===== src/rtl/inst_queue_pkg.sv =====
// Shared fetch-side definitions for the instruction queue: default widths,
// active-low enable encodings and the packed queue entry layout.
package inst_queue_pkg;

  localparam int AddrWidth = 32;
  localparam int InstWidth = 32;

  // Active-low enable encoding used by the fetch/decoder handshakes
  localparam logic Enable_  = 1'b0;
  localparam logic Disable_ = 1'b1;

  // One buffered fetch result, PC in the upper bits
  typedef struct packed {
    logic [AddrWidth-1:0] pc;
    logic [InstWidth-1:0] inst;
  } InstQueueEntry_t;

endpackage


===== src/rtl/inst_queue.sv =====
// Instruction queue between fetch and decoder. Circular buffer of {pc, inst}
// with a first-word-fall-through head, a full flag for fetch throttling and a
// single-cycle redirect flush. Occupancy (cnt) doubles as the queue state:
// 0 = empty, DEPTH = full, anything between = partial.
module inst_queue
  import inst_queue_pkg::*;
#(
  parameter int ADDR  = AddrWidth,
  parameter int INST  = InstWidth,
  parameter int DEPTH = 4
) (
  input  logic            clk,
  input  logic            reset_,
  input  logic [INST-1:0] fetch_inst,
  input  logic [ADDR-1:0] fetch_pc,
  input  logic            fetch_e_,
  output logic            fetch_full,
  input  logic            flush_,
  output logic [INST-1:0] inst,
  output logic [ADDR-1:0] inst_pc,
  output logic            inst_e_,
  input  logic            stall
);

  localparam int PW = $clog2(DEPTH);
  localparam logic [PW:0] FullCnt = (PW+1)'(DEPTH);

  logic [ADDR+INST-1:0] r_mem [DEPTH];
  logic [PW-1:0]        r_rd_ptr;
  logic [PW-1:0]        r_wr_ptr;
  logic [PW:0]          r_cnt;

  logic w_push;
  logic w_pop;
  logic w_flush;
  logic w_nonempty;

  assign w_flush    = (flush_ == Enable_);
  assign w_nonempty = (r_cnt != '0);

  assign fetch_full = (r_cnt == FullCnt);
  // flush_ masks the head valid combinationally so the decoder never consumes
  // an entry in the redirect cycle
  assign inst_e_    = (w_nonempty && !w_flush) ? Enable_ : Disable_;
  assign {inst_pc, inst} = w_nonempty ? r_mem[r_rd_ptr] : '0;

  // Full blocks the write even when a pop frees a slot in the same cycle
  assign w_push = (fetch_e_ == Enable_) && !fetch_full && !w_flush;
  assign w_pop  = (inst_e_ == Enable_) && !stall && !w_flush;

  // Storage write; contents need no reset since cnt gates visibility
  always_ff @(posedge clk) begin
    if (w_push) begin
      r_mem[r_wr_ptr] <= {fetch_pc, fetch_inst};
    end
  end

  // Pointer and occupancy tracking; flush empties the queue in one edge
  always_ff @(posedge clk or negedge reset_) begin
    if (!reset_) begin
      r_rd_ptr <= '0;
      r_wr_ptr <= '0;
      r_cnt    <= '0;
    end else if (w_flush) begin
      r_rd_ptr <= '0;
      r_wr_ptr <= '0;
      r_cnt    <= '0;
    end else begin
      if (w_push) begin
        r_wr_ptr <= r_wr_ptr + 1'b1;
      end
      if (w_pop) begin
        r_rd_ptr <= r_rd_ptr + 1'b1;
      end
      if (w_push && !w_pop) begin
        r_cnt <= r_cnt + 1'b1;
      end else if (!w_push && w_pop) begin
        r_cnt <= r_cnt - 1'b1;
      end
    end
  end

endmodule


===== config.mk =====
export PLATFORM = sky130hd
export DESIGN_NAME = inst_queue
export DESIGN_NICKNAME = d
export VERILOG_FILES = /design/src/rtl/inst_queue_pkg.sv /design/src/rtl/inst_queue.sv
export SDC_FILE = /design/constraint.sdc
export NUM_CORES = 1
export LEC_CHECK = 0
export BUFFER_PORTS_ARGS = -buffer_cell sky130_fd_sc_hd__buf_4
export CAP_MARGIN = 40
export CORE_MARGIN = 5
export CORE_UTILIZATION = 36
export DETAILED_ROUTE_END_ITERATION = 16
export SLEW_MARGIN = 20
export SYNTH_ARGS = -nofsm -noshare
export SYNTH_HDL_FRONTEND = slang
export SYNTH_SLANG_ARGS = --single-unit

===== constraint.sdc =====
create_clock -name clk -period 3.4 [get_ports clk]
set_input_delay 0.34 -clock clk [delete_from_list [all_inputs] [get_ports clk]]
set_output_delay 0.34 -clock clk [all_outputs]
set_load 0.03 [all_outputs]

==> qor.yml <==
placed_area_um2: 11700
p_clk_frac: 0.277
grt_pass1_wl_um: 32500
cts-root-buf: "clkbuf_16"
vias: 5021
synth_seq_cells: 263
setup_violations: 0
synth_fp_nets: 535
drtIter0Drc: 256
post-route-period-util: 0.825
final_core_util: 0.475
fillerInstances: 2336
clkSlewWorstSetupHoldPaths_ns: 0.06
crit_type: "reg -> out"
rr_worst_depth: 8
synth_area_per_cell_um2: 22.1
setup_tns_ns: 0
ant_nets: 0
numCtsBuffers: 28
ys_types: 32
critPathCapture: "inst[13]"
hold_viol: 0
track_usage: 0.132
synthTopCellsByArea: "edfxtp_1 (75%), mux4_2 (14%), nor2b_1 (4.1%), dfrtp_1 (1.7%), buf_2 (0.59%)"
yosysMostFrequentCell: "edfxtp_1"
synthTopCellsByCount: "edfxtp_1 (256), nor2b_1 (66), mux4_2 (64)"
layout.area.seq_um2: 7870
status: "completed"
design_area_um2: 13200
initial_core_util: 0.366
p_leak_nw: 4.47
clock_latency_ns: 0.53
use_met1: 0.166
final_nets: 745
slew_violations: 0
cts_tree: "built"
synth-edff-count: 256
syn-cell-area_um2: 10200
p_int_mw: 7.28
critPathLaunch: "r_rd_ptr[0]"
drv_cap: 0
cp.required_ns: 3.06
cp.arrival_ns: 2.47
detail_route.vias_per_cell: 4.69
drive_gt1_frac: 0.372
htree_levels: 1
place_ws_ns: 1.09
setup_slack_ns: 0.594
synth_ff_type: "edfxtp_1"
grt_pass1_vias: 5722
grtUsageMet3: 0.0288
clock.fmax_mhz: 356
drtPass1Iterations: 4
grt-ovfl-total: 0
num_io_pins: 135
r2r_start: "r_cnt[1]"
core_um2: 27900
die_w_um: 178
portBuffers: 134
grt_max_degree: 42
hp-class: "in -> reg"
dieArea_um2: 31800
synthCells: 461
whs_ns: 0.0278
clock_path_buffers: 3
area_growth_pct: 29.7
setup.worst_path.end_class: "output port"
wirelength_um: 20700
ir_worst_vdd_v: 0.000419
p_switching_mw: 3.55
seq_area_frac_synth: 0.771
cts_resized: 0
powerDensity_nw_per_um2: 819
skew_ns: 0.0107
async_flop_share: 0.0266
netSwitchingFraction: 0.328
yosysWarnings: 0
finalWeightedCongestion: 0.655
synth_top_area_frac: 0.754
use_met2: 0.236
wl_per_cell_um: 19.3
antenna_found_initial: 1
multiInputGateArea_um2: 2200
drc_errors: 0
r2r_end: "r_cnt[2]"
cp-start-kind: "flop"
slew_headroom: 0.636
post-dp-hpwl_um: 12300
power.share.combinational: 0.357
worst_pin_slew_ns: 0.545
seqPwrFrac: 0.366
die_h_um: 178
cts_sinks: 263
rsz0062_at_grt: "false"
crit_fanout: 31
gr-max-usage-layer: "met2"
synth_area_leader_cell: "edfxtp_1"
rows: 61
rrSetupSlack_ns: 1.14
fin_crit_ns: 2.81
## what timing repair did
| action | 4_1_cts | 5_1_grt |
|---|---|---|
| setup buffers | 0 | 0 |
| endpoints found under the hold margin | 219 | 0 |
| hold buffers | 57 | 0 |
## critical path, cell delays in order (launching register included)
cell and delay, ns:
dfrtp_4 0.65, buf_12 0.32, mux4_2 0.54, nor2b_1 0.18, buf_4 0.20
## worst min path at each step
stage	depth (start not counted)	from	end	slack [ns]
after global placement	1	reset_	r_wr_ptr[0]	0.16
after floorplan	0	reset_	r_cnt[0]	0.04
after global routing	1	fetch_inst[19]	r_mem[2][19]	0.005
final	1	fetch_inst[18]	r_mem[2][18]	0.03
after CTS	1	fetch_pc[20]	r_mem[2][52]	0.00002
after detailed placement	1	reset_	r_wr_ptr[1]	0.16
## power groups by stage
stage / combinational [mW] / clock (mW) / sequential, mW
6_report: 3.87 / 3.00 / 3.96
3_3_place_gp: 3.81 / 0 / 4.02
3_5_place_dp: 3.87 / 0 / 4.04
4_1_cts: 3.94 / 3.08 / 3.97
2_1_floorplan: 2.61 / 0 / 3.92
5_1_grt: 4.13 / 3.24 / 3.99
## flip-flops by register name, indices dropped and copies added (netlist names)
signal	cells
r_mem	256
r_cnt	3
r_rd_ptr	2
r_wr_ptr	2
## cell usage in the layout, fill, tap and decap left out, types with 4 or more instances in the layout
cell           netlist  layout
clkbuf_16            0      29
nor2b_1             66      66
edfxtp_1           256     256
ha_1                 4       4
dlygate4sd3_1        0      57
buf_4                2     137
and3_4               0       4
buf_12               0       7
dfrtp_1              7       5
clkbuf_1             2      10
nor2_1               4       4
mux4_2              64      64
inv_1                4       4
## area by class of cell
class | count | share of cell area
antenna | 1 | 0.000189
clock buffer | 42 | 0.0609
clock inverter | 8 | 0.00842
inverter | 5 | 0.00142
multi-input combinational | 172 | 0.166
sequential | 263 | 0.595
tap | 378 | 0.0358
timing repair buffer | 201 | 0.132
## kinds of logic after synthesis
group / share of synthesized area
mux: 0.143
flops: 0.771
buf+inv: 0.0155
xor+xnor: 0.00430
simple gates: 0.0551
compound gates: 0.00356
fa+ha+maj: 0.00687
## metal layers
layer	wire length (um)	vias to the layer above
li1	-	2284
met1	8520	2586
met2	10600	122
met3	1160	29
met4	386	0
met5	0	-
## through the flow
stage / cells / power [mW]
finish: 1070 / 10.8
global route: 1070 / 11.4
CTS: 1069 / 11.0
detailed placement: 962 / 7.91
global placement: 961 / 7.83
floorplan: 461 / 6.53
(Power assumes the default switching activity.)
